$ cat config.mk
export PLATFORM = sky130hd
export DESIGN_NAME = vga_sync_flat
export DESIGN_NICKNAME = d
export VERILOG_FILES = /design/src/rtl/vga_sync_if.sv /design/src/rtl/vga_sync.sv /design/src/flat_wrapper.sv
export SDC_FILE = /design/constraint.sdc
export NUM_CORES = 1
export LEC_CHECK = 0
export CAP_MARGIN = 20
export CORE_ASPECT_RATIO = 0.9
export CORE_MARGIN = 1
export CORE_UTILIZATION = 56
export DETAILED_ROUTE_END_ITERATION = 7
export PLACE_DENSITY = 0.84
export SLEW_MARGIN = 20
export SYNTH_ARGS = -nofsm -noshare
export SYNTH_HDL_FRONTEND = slang
export SYNTH_SLANG_ARGS = --single-unit
$ cat constraint.sdc
create_clock -name clk -period 5.1 [get_ports clk]
set_clock_uncertainty 0.15 [all_clocks]
set_input_delay 1.02 -clock clk [delete_from_list [all_inputs] [get_ports clk]]
set_output_delay 1.02 -clock clk [all_outputs]
set_load 0.1 [all_outputs]
$ cat src/rtl/vga_sync_if.sv
// Raster timing bundle carried from vga_sync to the region detectors.
// Optional member frame_tick exists only when VGA_FRAME_TICK_EN is defined.
interface vga_sync_if;
  logic       pixel_tick;
  logic [9:0] x;
  logic [9:0] y;
  logic       video_on;
  logic       hsync;
  logic       vsync;
`ifdef VGA_FRAME_TICK_EN
  logic       frame_tick;
`endif

  // The timing generator drives everything.
  modport master (
    output pixel_tick, x, y, video_on, hsync, vsync
`ifdef VGA_FRAME_TICK_EN
    , output frame_tick
`endif
  );

  // Consumers only observe.
  modport slave (
    input pixel_tick, x, y, video_on, hsync, vsync
`ifdef VGA_FRAME_TICK_EN
    , input frame_tick
`endif
  );
endinterface

$ cat src/rtl/vga_sync.sv
// vga_sync: raster timing generator. Divides clk down to a pixel tick, runs
// the x/y counters and drives registered video_on/hsync/vsync decodes.
// Optional feature: define VGA_FRAME_TICK_EN to add a once-per-frame
// frame_tick pulse at the start of vertical blanking.
module vga_sync #(
  parameter int CLK_DIV   = 4,
  parameter int H_DISPLAY = 640,
  parameter int H_FRONT   = 16,
  parameter int H_SYNC    = 96,
  parameter int H_BACK    = 48,
  parameter int V_DISPLAY = 480,
  parameter int V_FRONT   = 10,
  parameter int V_SYNC    = 2,
  parameter int V_BACK    = 33,
  parameter bit SYNC_POL  = 1'b0
) (
  input  logic        clk,
  input  logic        reset_n,
  vga_sync_if.master  vga
);

  localparam int H_TOTAL = H_DISPLAY + H_FRONT + H_SYNC + H_BACK;
  localparam int V_TOTAL = V_DISPLAY + V_FRONT + V_SYNC + V_BACK;
  localparam int DIV_W   = (CLK_DIV > 1) ? $clog2(CLK_DIV) : 1;

  localparam logic [DIV_W-1:0] DIV_LAST = DIV_W'(CLK_DIV - 1);
  localparam logic [DIV_W-1:0] DIV_ONE  = DIV_W'(1);

  localparam logic [9:0] H_LAST     = 10'(H_TOTAL - 1);
  localparam logic [9:0] V_LAST     = 10'(V_TOTAL - 1);
  localparam logic [9:0] H_VIS_LAST = 10'(H_DISPLAY - 1);
  localparam logic [9:0] V_VIS_LAST = 10'(V_DISPLAY - 1);
  localparam logic [9:0] HS_FIRST   = 10'(H_DISPLAY + H_FRONT);
  localparam logic [9:0] HS_LAST    = 10'(H_DISPLAY + H_FRONT + H_SYNC - 1);
  localparam logic [9:0] VS_FIRST   = 10'(V_DISPLAY + V_FRONT);
  localparam logic [9:0] VS_LAST    = 10'(V_DISPLAY + V_FRONT + V_SYNC - 1);

  // Totals must fit the 10-bit coordinate outputs.
  if (H_TOTAL > 1024 || V_TOTAL > 1024 || CLK_DIV < 1) begin : g_param_check
    $error("vga_sync: H_TOTAL/V_TOTAL must fit in 10 bits and CLK_DIV must be >= 1");
  end

  logic [DIV_W-1:0] div_cnt;
  logic             tick_now;
  logic [9:0]       x_q, y_q, x_nxt, y_nxt;
  logic             tick_q, von_q, hs_q, vs_q;

  // Next raster position: only moves on the clk where the divider wraps.
  always_comb begin
    tick_now = (div_cnt == DIV_LAST);
    x_nxt    = x_q;
    y_nxt    = y_q;
    if (tick_now) begin
      if (x_q < H_LAST) begin
        x_nxt = x_q + 10'd1;
      end else begin
        x_nxt = '0;
        if (y_q < V_LAST) begin
          y_nxt = y_q + 10'd1;
        end else begin
          y_nxt = '0;
        end
      end
    end
  end

  // Divider, counters and decodes share one edge so decode latency to x/y is zero.
  always_ff @(posedge clk or negedge reset_n) begin
    if (!reset_n) begin
      div_cnt <= '0;
      tick_q  <= 1'b0;
      x_q     <= '0;
      y_q     <= '0;
      von_q   <= 1'b0;
      hs_q    <= ~SYNC_POL;
      vs_q    <= ~SYNC_POL;
    end else begin
      div_cnt <= tick_now ? '0 : div_cnt + DIV_ONE;
      tick_q  <= tick_now;
      x_q     <= x_nxt;
      y_q     <= y_nxt;
      von_q   <= (x_nxt <= H_VIS_LAST) && (y_nxt <= V_VIS_LAST);
      hs_q    <= ((x_nxt >= HS_FIRST) && (x_nxt <= HS_LAST)) ? SYNC_POL : ~SYNC_POL;
      vs_q    <= ((y_nxt >= VS_FIRST) && (y_nxt <= VS_LAST)) ? SYNC_POL : ~SYNC_POL;
    end
  end

  assign vga.pixel_tick = tick_q;
  assign vga.x          = x_q;
  assign vga.y          = y_q;
  assign vga.video_on   = von_q;
  assign vga.hsync      = hs_q;
  assign vga.vsync      = vs_q;

`ifdef VGA_FRAME_TICK_EN
  localparam logic [9:0] V_VIS = 10'(V_DISPLAY);
  logic ft_q;

  // Pulse on the tick that enters the first blanking line at x=0.
  always_ff @(posedge clk or negedge reset_n) begin
    if (!reset_n) begin
      ft_q <= 1'b0;
    end else begin
      ft_q <= tick_now && (x_nxt == 10'd0) && (y_nxt == V_VIS);
    end
  end

  assign vga.frame_tick = ft_q;
`endif

endmodule

$ cat src/flat_wrapper.sv
// flat-port wrapper written by rule: the top's interface ports become plain ports
module vga_sync_flat 
#(
  parameter int CLK_DIV   = 4,
  parameter int H_DISPLAY = 640,
  parameter int H_FRONT   = 16,
  parameter int H_SYNC    = 96,
  parameter int H_BACK    = 48,
  parameter int V_DISPLAY = 480,
  parameter int V_FRONT   = 10,
  parameter int V_SYNC    = 2,
  parameter int V_BACK    = 33,
  parameter bit SYNC_POL  = 1'b0
)
  (clk, reset_n, vga_pixel_tick, vga_x, vga_y, vga_video_on, vga_hsync, vga_vsync);
  vga_sync_if vga_i ();
  input  logic clk;
  input  logic reset_n;
  output wire logic [$bits(vga_i.pixel_tick)-1:0] vga_pixel_tick;
  output wire logic [$bits(vga_i.x)-1:0] vga_x;
  output wire logic [$bits(vga_i.y)-1:0] vga_y;
  output wire logic [$bits(vga_i.video_on)-1:0] vga_video_on;
  output wire logic [$bits(vga_i.hsync)-1:0] vga_hsync;
  output wire logic [$bits(vga_i.vsync)-1:0] vga_vsync;
  assign vga_pixel_tick = vga_i.pixel_tick;
  assign vga_x = vga_i.x;
  assign vga_y = vga_i.y;
  assign vga_video_on = vga_i.video_on;
  assign vga_hsync = vga_i.hsync;
  assign vga_vsync = vga_i.vsync;
  vga_sync #(.CLK_DIV(CLK_DIV), .H_DISPLAY(H_DISPLAY), .H_FRONT(H_FRONT), .H_SYNC(H_SYNC), .H_BACK(H_BACK), .V_DISPLAY(V_DISPLAY), .V_FRONT(V_FRONT), .V_SYNC(V_SYNC), .V_BACK(V_BACK), .SYNC_POL(SYNC_POL)) u_core (.clk(clk), .reset_n(reset_n), .vga(vga_i));
endmodule
Yosys cells after proc, flatten, opt, wreduce, memory -nomap -nowiden
Index checks and enable logic that the tools add are counted.
- memories: 0
- bits in read-only memories: 0
- register bits after elaboration: 26
- input bits: 2
- latch bits: 0
- bits in writable memories: 0
- output and inout port bits: 24
- muxes and demuxes: 8
- shift operators: 0
- div/mod/pow operators: 0
- bitwise operators: 0
- $add $sub $neg: 3
- reduce and logical (&&, ||, !) cells: 3
- magnitude comparators: 8
- eq/ne operators: 1
- $mul: 0
- operators with widths (operator ; count):
    $mux W10 ; 5
    $add A10 B1 Y10 const B ; 2
    $le A10 B10 Y1 const B ; 2
    $le A10 B9 Y1 const B ; 2
    $lt A10 B10 Y1 const B ; 2
    $ge A10 B10 Y1 const B ; 1
    $ge A10 B9 Y1 const B ; 1
    $logic_and A1 B1 Y1 ; 3
    $add A2 B1 Y2 const B ; 1
    $eq A2 B2 Y1 const B ; 1
    $mux W1 ; 2
    $mux W2 ; 1

Logic depth before layout (Yosys ltp)
- depth in word-level cells: 7
- depth in mapped cells: 9
- depth with buffers taken out: 6

Worst setup path before layout
Ideal clock, no wire load.
- path type: flip-flop to flip-flop
- start: register u_core.y_q[6] (netlist: u_core.vga.y[6])
- end: register u_core.vs_q (netlist: u_core.vga.vsync)
- stages on the path, launching flop included: 7
- slack: 2363 ps
- library setup time: 93 ps
- clock period less this slack: 2737 ps
- arrival time: 2493 ps
- required time: 4857 ps
- buffers on the path: 1
- cell sequence: dfrtp_1 buf_2 or4_4 o31a_1 or4_4 a21oi_2 nand4b_1
- longest elaborated chain between the ends: 7
- elaborated cells between the ends (all ways): 9
- those cells by class: add/sub (1); order compare (3); mux (4); reduce/logical (1)
- ends and longest elaborated chain (item ; line ; source):
    start, declared ; vga_sync.sv:45 ; logic [9:0] x_q, y_q, x_nxt, y_nxt;
    start signal, assigned ; vga_sync.sv:81 ; y_q <= y_nxt;
    $add A10 B1 Y10 / $lt A10 B10 Y1 (equally long branches) ; vga_sync.sv:59, vga_sync.sv:58 ;
    $mux W10 ; vga_sync.sv:58 ; if (y_q < V_LAST) begin
    $mux W10 ; vga_sync.sv:54 ; if (x_q < H_LAST) begin
    $mux W10 * ; vga_sync.sv:53 ; if (tick_now) begin
    $ge A10 B9 Y1 / $le A10 B9 Y1 (equally long branches) ; vga_sync.sv:84 ; vs_q <= ((y_nxt >= VS_FIRST) && (y_nxt <= VS_LAST)) ? SYNC_POL : ~SYNC_POL;
    $logic_and A1 B1 Y1 * ; vga_sync.sv:84 ;
    $mux W1 * ; vga_sync.sv:84 ;
    end signal, assigned ; vga_sync.sv:76 ; vs_q <= ~SYNC_POL;
    end signal, assigned ; vga_sync.sv:84 ;
    end, declared ; vga_sync.sv:46 ; logic tick_q, von_q, hs_q, vs_q;
Mark *: on every way between the ends. The rest lies on a longest branch, timed or not.

Worst setup path after layout
- start: register u_core.y_q[5] (netlist: u_core.vga.y[5])
- end: output port vga_y[5]
- RTL lines (item ; line ; source):
    end, declared ; flat_wrapper.sv:21 ; output wire logic [$bits(vga_i.y)-1:0] vga_y;
No word-level cell between the ends.

==> summary.txt <==
Drt
  – Via density: 6.36
  – DRC: 0
  – Routed len/inst: 15.3 um
  – Post-DRT Antenna Nets: 0
  – WL final: 3170 um
  – Initial DRC count: 51
  – Via Count: 1317
  – First drt pass iteration count: 4

Synth
  – Syn Nets: 164
  – Netlist Area Pre-Place: 1470 um2
  – Cells after Synth: 159
  – Synth top area share: 0.409
  – Synth cell types: 44
  – Yosys warning count: 0
  – Avg Cell Area, Syn: 9.24 um2
  – Area contributors post-synth: dfrtp_1 (41%), nand2_1 (4.6%), o21ai_0 (3.7%)
  – Synthesis-stage register bit count: 26
  – Synth area leader: dfrtp_1
  – Register area share after synthesis: 0.445

Clock network
  – CTS clk-pin slew, worst paths: 0.13 ns
  – H-tree depth: 1
  – Post_cts resized: 0
  – Total CTS buffers: 3
  – Post-CTS Hold Buffers: 0
  – Setup bufs post-CTS: 0
  – Worst-skew pair later-pin latency: 0.32 ns
  – CTS tree: done
  – Clock Sinks: 26
  – Longest Clk Path Bufs: 2
  – CTS root buffer: clkbuf_4

Setup path
  – Req. time, crit path: 3.93 ns
  – WS Path Type: reg -> out
  – Top delay family on crit path: buffers and inverters
  – CP max FO: 12
  – Critical path buffers and inverters: 1
  – Crit path cell chain: clkdlybuf4s50_1
  – CP Capture Type: primary output
  – Arrival time at the worst endpoint: 2.14 ns
  – Startpoint types: register
  – Cell count along the critical path: 1
  – Crit-path slowest cell: clkdlybuf4s50_1
  – R2R cell count: 6
  – CP peak stage delay: 1.21 ns

Floorplanning
  – Io pins: 26
  – Die width: 56.0 um
  – Initial Utilization: 0.595
  – Die height: 50.6 um
  – Core area: 2470 um2
  – Die area: 2830 um2
  – Rows: 17

Timing
  – Final Cycle Share: 0.648
  – Fin Hold WS: 0.300 ns
  – RSZ-0062 raised after global routing: no
  – Final hold vios: 0
  – Minimum clock period: 3.31 ns
  – Slew Limit Fails: 0
  – Fmax: 0.302 GHz
  – Final setup margin: 1.79 ns
  – Fin Setup TNS: 0 ns
  – Final setup viols: 0
  – Rel. slew slack: 0.344
  – Worst Tran Pin Value: 0.977 ns

Power
  – PD cells: 179 nW/um2
  – Lkg Pwr: 0.678 nW
  – Max VDD drop: 0.000178 V

Finish
  – Share of cells above drive strength 1: 0.0670
  – Post-route cell area: 1760 um2
  – Area growth from synthesis to layout: 19.5%
  – Fin nets: 185
  – Antenna cell count: 0
  – Final core occ: 0.711

Place
  – DP HPWL: 2240 um
  – Pre-CTS WS: 2.17 ns
  – IO Port Bufs: 25
  – Gpl congestion: 0.932
  – DP Area: 1720 um2

GRT
  – Largest net degree at the start of global routing: 27
  – Gr usage total: 0.257
  – Vias in the first global route: 1238
  – Initial antenna violation count: 0
  – First-pass GRT wire length: 5590 um
  – Grt total ovfl: 0

Run status
  – Status: finished, final reports clean

Min path
  – Hold depth: 1
  – Hold crit path type: reg -> reg

Flow run
  – Max_cap viols: 0
-- final timing paths --
check                           slack [ns]                          end                   startpoint
worst min-delay path                  0.30  u_core.div_cnt[0]$_DFF_PN0_  u_core.div_cnt[0]$_DFF_PN0_
worst min register to register        0.30  u_core.div_cnt[0]$_DFF_PN0_  u_core.div_cnt[0]$_DFF_PN0_
worst max-delay path                  1.79                     vga_y[5]    u_core.vga.y[5]$_DFF_PN0_
min in group asynchronous             0.90    u_core.vga.y[9]$_DFF_PN0_                      reset_n
max in group asynchronous             3.61   u_core.vga.hsync$_DFF_PN1_                      reset_n
worst max register to register        2.53   u_core.vga.vsync$_DFF_PN1_    u_core.vga.x[0]$_DFF_PN0_
-- kinds of logic after synthesis --
family | count (synthesis) | synth area share
fa+ha+maj | 3 | 0.0256
simple gates | 66 | 0.245
compound gates | 44 | 0.208
xor+xnor | 4 | 0.0239
flops | 26 | 0.445
buf+inv | 14 | 0.0392
mux | 2 | 0.0136
-- layout make-up --
class | count | area (um2)
well taps | 28 | 35.0
fillers | 187 | 712
inverters | 4 | 15.0
repair buffers | 26 | 258
flip-flops and latches | 26 | 653
multi-input cells | 119 | 758
clock buffers | 4 | 36.3
-- cells in the mapped netlist, drive strengths merged --
cell type  instances
and4               2
ha                 3
nor4               2
o31a               1
a211oi             1
o211ai             2
nand4              5
nand3              5
dfrtp             24
or2b               1
nand3b             1
nor3               2
xor2               2
nor2              11
dfstp              2
and2               3
o41ai              1
or4                4
nand2b             4
nand4b             3
a21oi              9
xnor2              2
a2bb2oi            2
o31ai              7
or3                2
a31oi              1
nand2             18
o2111ai            3
clkbuf             6
mux2i              2
o21ai             12
and3               3
o221ai             1
inv                4
a41oi              1
a21o               1
buf                4
o21a               1
a22oi              1
-- layout by cell type, fill, tap and decap left out, types with 3 or more instances in the layout --
cell type	Yosys	routed
o21ai_0	11	11
o2111ai_1	3	3
nand4_1	5	5
a21oi_1	8	8
clkdlybuf4s50_1	0	25
nand4b_1	3	3
dfrtp_1	24	24
nand2_1	18	18
o31ai_1	6	6
inv_1	4	4
ha_1	3	3
and2_1	3	3
nand2b_1	4	4
nor2_1	11	11
nand3_1	5	5
clkbuf_4	0	3
-- state kept, by name, indices dropped and copies added (netlist names) --
register               cells
u_core.vga.hsync           1
u_core.div_cnt             2
u_core.vga.y              10
u_core.vga.vsync           1
u_core.vga.x              10
u_core.vga.pixel_tick      1
u_core.vga.video_on        1
-- worst register-to-register path, delay by kind of cell (launching register included) --
kind	cells	cell delay [ns]
adders and majority gates	1	0.25
AOI/OAI and AO/OA	3	1.28
and+or+nand+nor	2	0.37
DFF	1	0.45
-- metal layers --
metal	wire (um)	global-route usage	up-vias
met3	173	0.0619	5
met1	1540	0.355	637
met5	0	0	-
li1	-	-	634
met2	1420	0.395	41
met4	33	0.0935	0
-- through the flow --
stage               instances  total power, mW
detailed placement        203            0.215
floorplan                 159            0.210
global placement          203            0.215
CTS                       207            0.320
global route              207            0.327
finish                    207            0.314
-- power breakdown --
group | switching [mW] | total, mW | internal, mW
registers | 0 | 0.206 | 0.206
clock network | 0.0591 | 0.103 | 0.0437
logic | 0.00384 | 0.00502 | 0.00118
Power figures use the tool's default switching activity.
==> RTL edit 1: new RTL, config.mk and constraints unchanged <==
`CLK_DIV` is set to 4 in 2 places; all go to 2.
--- a/src/rtl/vga_sync.sv
+++ b/src/rtl/vga_sync.sv
@@ -3,7 +3,7 @@
 // Optional feature: define VGA_FRAME_TICK_EN to add a once-per-frame
 // frame_tick pulse at the start of vertical blanking.
 module vga_sync #(
-  parameter int CLK_DIV   = 4,
+  parameter int CLK_DIV   = 2,
   parameter int H_DISPLAY = 640,
   parameter int H_FRONT   = 16,
   parameter int H_SYNC    = 96,
--- a/src/flat_wrapper.sv
+++ b/src/flat_wrapper.sv
@@ -1,7 +1,7 @@
 // flat-port wrapper written by rule: the top's interface ports become plain ports
 module vga_sync_flat 
 #(
-  parameter int CLK_DIV   = 4,
+  parameter int CLK_DIV   = 2,
   parameter int H_DISPLAY = 640,
   parameter int H_FRONT   = 16,
   parameter int H_SYNC    = 96,
Function: changed (Yosys sat finds a counterexample within 4 cycles, from zero or initial values and one cycle with reset_n low).
==> RTL edit 1 against the original RTL <==
  * Sequential cell count is 1 lower
  * Area after synthesis is 0.43% lower
  * Routed wire length is 3.6% lower
  * Hold slack better by 0.13 ns
  * Critical endpoint is now vga_y[2]
  * Highest routed layer unchanged
  * Setup slack better by 0.040 ns
  * Total power is 5.6% lower
  * Final area is 1.1% lower
==> RTL edit 1: results (changes against the original RTL) <==
Outcome
  • Status: finished clean

Power
  • Power of the sequential group: 198 uW (-4%)
  • Comb power: 3.96 uW (-21%)
  • Seq pwr share: 66.9% (+1.2 points)

Timing
  • Hold slack: 0.427 ns (+0.127 ns)

Global routing
  • Largest net degree at the start of global routing: 26 (-3.7%)

Logic synthesis
  • Ranking of synthesized cells by area: dfrtp_1 (39%), nand2_1 (5.4%), o21ai_0 (5.1%)
  • Post-Syn Instances: 162 (+1.9%)
  • Syn nets: 166 (+1.2%)
  • Seq cells post-synth: 25 (-3.8%)
  • Compound-Gate Fraction of Synth Area: 21.2% (+0.43 points)
  • Top post-synthesis cells by count: dfrtp_1 (23), nand2_1 (21), nor2_1 (16), o21ai_0 (15)
  • Count of cell types in the netlist: 46 (+4.5%)
  • Post-synthesis mux area share: 1.45% (+0.091 points)
  • Sequential-to-total area share from yosys stat: 42.9% (-1.5 points)

Layout
  • Non-Clock Buffer Area Fraction: 14.6% (-0.12 points)
  • Final Net Count: 187 (+1.1%)
  • Signal inverters: 3 (-1)
  • Multi-input gate share of total cell area: 44.8% (+1.7 points)
  • Clk tree area frac: 1.73% (-0.34 points)
  • Sequential cell area share: 36.2% (-1.0 points)

Floorplan
  • Die W: 55.9 microns (-0.21%)

Routing
  • Routed vias: 1298 (-1.4%)
  • Average wire per standard cell: 14.6 microns (-5.0%)

Placement
  • Post-DP HPWL: 2.17 mm (-3.3%)
  • DP Worst Slack: 2.23 ns (+0.0596 ns)
  • DP Cell Count: 206 (+1.5%)
  • Area post-placement: 0.00171 sq mm (-0.51%)

Critical path
  • Worst reg-to-reg setup slack: 2.62 ns (+0.09 ns)
RTL edit 1: path summary, 6_finish.rpt:
check                                                from                       endpoint  cells past startpoint
worst max-delay path            u_core.vga.y[2]$_DFF_PN0_                       vga_y[2]                      1
worst min-delay path            u_core.vga.y[9]$_DFF_PN0_     u_core.vga.vsync$_DFF_PN1_                      2
worst max register to register  u_core.vga.x[0]$_DFF_PN0_  u_core.vga.video_on$_DFF_PN0_                      7
worst min register to register  u_core.vga.y[9]$_DFF_PN0_     u_core.vga.vsync$_DFF_PN1_                      2
max in group asynchronous                         reset_n     u_core.vga.vsync$_DFF_PN1_                      1
min in group asynchronous                         reset_n      u_core.vga.x[3]$_DFF_PN0_                      1
RTL edit 1: per-layer routing:
layer  vias to the layer above  wire length [microns]  global-route usage (%)
li1                        637                      -                       -
met1                       612                   1350                    27.7
met2                        43                   1520                    45.4
met3                         6                    155                    5.93
met4                         0                     31                    8.13
met5                         -                      0                       0
==> RTL edit 2: new RTL, same flow settings <==
Made on the original files. `y_q` no longer has a reset.
--- a/src/rtl/vga_sync.sv
+++ b/src/rtl/vga_sync.sv
@@ -70,7 +70,6 @@
       div_cnt <= '0;
       tick_q  <= 1'b0;
       x_q     <= '0;
-      y_q     <= '0;
       von_q   <= 1'b0;
       hs_q    <= ~SYNC_POL;
       vs_q    <= ~SYNC_POL;
@@ -78,11 +77,14 @@
       div_cnt <= tick_now ? '0 : div_cnt + DIV_ONE;
       tick_q  <= tick_now;
       x_q     <= x_nxt;
-      y_q     <= y_nxt;
       von_q   <= (x_nxt <= H_VIS_LAST) && (y_nxt <= V_VIS_LAST);
       hs_q    <= ((x_nxt >= HS_FIRST) && (x_nxt <= HS_LAST)) ? SYNC_POL : ~SYNC_POL;
       vs_q    <= ((y_nxt >= VS_FIRST) && (y_nxt <= VS_LAST)) ? SYNC_POL : ~SYNC_POL;
     end
+  end
+
+  always_ff @(posedge clk) begin
+    y_q <= y_nxt;
   end
 
   assign vga.pixel_tick = tick_q;
Formal check against the unedited RTL: same outputs for any inputs over 10 cycles, from zero or initial values and one cycle with reset_n low; that may be too few to reach the edited logic, so the function may still have changed.
==> RTL edit 2 against the original RTL <==
  * Routed wire length increased by 3.8%
  * Total power is 4.6% lower
  * Setup slack got worse by 0.011 ns
  * Final area fell by 3.9%
  * Synthesized cell count unchanged
  * Count of clock-buffer cells in the layout unchanged
  * Sequential cell count unchanged
  * Area after synthesis down 3.4%
  * Largest cell class unchanged
  * Highest routed layer unchanged
==> RTL edit 2: results (changes against the original RTL) <==
Outcome
  • Status: finished clean

Layout
  • Final Net Count: 184 (-0.54%)
  • Antenna diodes: 0 (unchanged)
  • Share of cells above drive strength 1: 5.62% (-1.1 points)
  • Fill count: 193 (+3.2%)
  • Finished Layout Cells: 205 (-0.97%)

Logic synthesis
  • Ranking of synthesized cells by area: dfrtp_1 (25%), dfxtp_1 (14%), nand2_1 (4.8%)
  • Post-Syn Instances: 159 (unchanged)
  • Post-synthesis async set-or-reset flop share: 61.5% (-38 points)
  • Count of cell types in the netlist: 45 (+2.3%)
  • Sequential-to-total area share from yosys stat: 42.5% (-2.0 points)
  • Top post-synthesis cells by count: nand2_1 (18), dfrtp_1 (14), nor2_1 (11), o21ai_0 (11), dfxtp_1 (10)
  • Yosys warnings: 0 (unchanged)

Clock tree
  • CTS H-tree lvls: 1 (unchanged)
  • Clock Tree Buf Depth: 2 (unchanged)
  • Post_cts resized: 0 (unchanged)
  • Clock Latency Late Sink: 0.33 ns
  • Num CTS Buffers: 3 (unchanged)
  • Root Driver: clkbuf_4
  • Worst-path clk slew: 0.13 ns (about the same)
  • Post-CTS setup buffers: 0 (unchanged)

Timing
  • Relative slew slack: 34.3% (-0.19 points)

Critical path
  • Crit-path max cell delay: 1.21 ns (about the same)
  • CP delay by family, top: buffers and inverters
  • Slowest-stage cell, CP: clkdlybuf4s50_1
  • Maximum fanout along the worst path: 12 (unchanged)

Global routing
  • Tot GR Track Use: 27.4% (+1.7 points)
  • Largest net degree at the start of global routing: 18 (-33%)
  • Antenna violations before repair: 0 (unchanged)
  • Number of global-route vias before repair: 1160 (-6.3%)
  • Global-route wire length before repair: 5.36 mm (-4.1%)

Power
  • Leak: 0.621 nW (-8.4%)
  • Worst ir drop on vdd: 0.000230 V (+29%)
  • Switching fraction of total power: 21.1% (+1.1 points)

Routing
  • Drt pass-1 iters: 4 (unchanged)
  • Number of DRC markers in iteration 0: 56 (+9.8%)
  • Vias/cell: 6.29 (-1.2%)
  • Final wirelength: 3.29 mm (+3.8%)

Placement
  • DP Cell Count: 201 (-0.99%)
  • IO buf count: 25 (unchanged)
  • Routability-driven placement congestion ratio: 0.906 (-2.8%)
  • Post-DP HPWL: 2.38 mm (+6.2%)
  • DP Worst Slack: 2.16 ns (-0.00340 ns)

Min path
  • Worst min path class: flip-flop to flip-flop
RTL edit 2: cell count changes in the layout (fill, tap and decap cells not counted):
cell	delta
dfrtp_1	-10
buf_4	-1
clkbuf_1	+1
dfxtp_1	+10
clkbuf_8	-1
RTL edit 2: final timing paths:
path | startpoint | endpoint | slack (ns) | depth (start not counted)
max | u_core.vga.y[5]$_DFF_P_ | vga_y[5] | 1.78 | 1
min | u_core.div_cnt[0]$_DFF_PN0_ | u_core.div_cnt[0]$_DFF_PN0_ | 0.29 | 1
max reg2reg | u_core.vga.x[0]$_DFF_PN0_ | u_core.vga.vsync$_DFF_PN1_ | 2.49 | 6
min reg2reg | u_core.div_cnt[0]$_DFF_PN0_ | u_core.div_cnt[0]$_DFF_PN0_ | 0.29 | 1
max in group asynchronous | reset_n | u_core.vga.x[2]$_DFF_PN0_ | 3.42 | 1
min in group asynchronous | reset_n | u_core.vga.x[6]$_DFF_PN0_ | 0.94 | 1
RTL edit 2: cell families after synthesis:
group / count (synthesis) / share of synthesized area, %
xor+xnor: 4 / 2.47
simple gates: 66 / 25.4
flops: 26 / 42.5
fa+ha+maj: 3 / 2.65
buf+inv: 14 / 4.06
compound gates: 44 / 21.5
mux: 2 / 1.41
RTL edit 2: cell type report:
type,instances,share of cell area [%]
clock buffer,4,1.56
inverter,4,0.890
multi-input combinational,119,45.0
sequential,26,35.8
tap,27,2.00
timing repair buffer,25,14.8
RTL edit 2: power by group through the flow:
stage          Clock, mW  Combinational [mW]  Sequential, mW
2_1_floorplan          0         0.000000262           0.209
3_3_place_gp           0             0.00303           0.209
3_5_place_dp           0             0.00315           0.209
4_1_cts           0.0948             0.00315           0.205
5_1_grt           0.0984             0.00366           0.205
6_report          0.0917             0.00298           0.205
RTL edit 2: per-stage QoR:
| stage | hold slack [ns] | total power, mW | instance area (sq um) |
|---|---|---|---|
| floorplan | 0.253 | 0.209 | 1420 |
| global placement | 0.264 | 0.212 | 1660 |
| detailed placement | 0.279 | 0.212 | 1660 |
| CTS | 0.298 | 0.303 | 1690 |
| global route | 0.331 | 0.307 | 1690 |
| finish | 0.295 | 0.300 | 1690 |
RTL edit 2: routing by layer:
| layer | track usage [%] | vias to the layer above | routed length, microns |
|---|---|---|---|
| li1 | - | 627 | - |
| met1 | 41.4 | 593 | 1450 |
| met2 | 37.1 | 61 | 1550 |
| met3 | 6.48 | 8 | 232 |
| met4 | 10.0 | 0 | 63 |
| met5 | 0 | - | 0 |
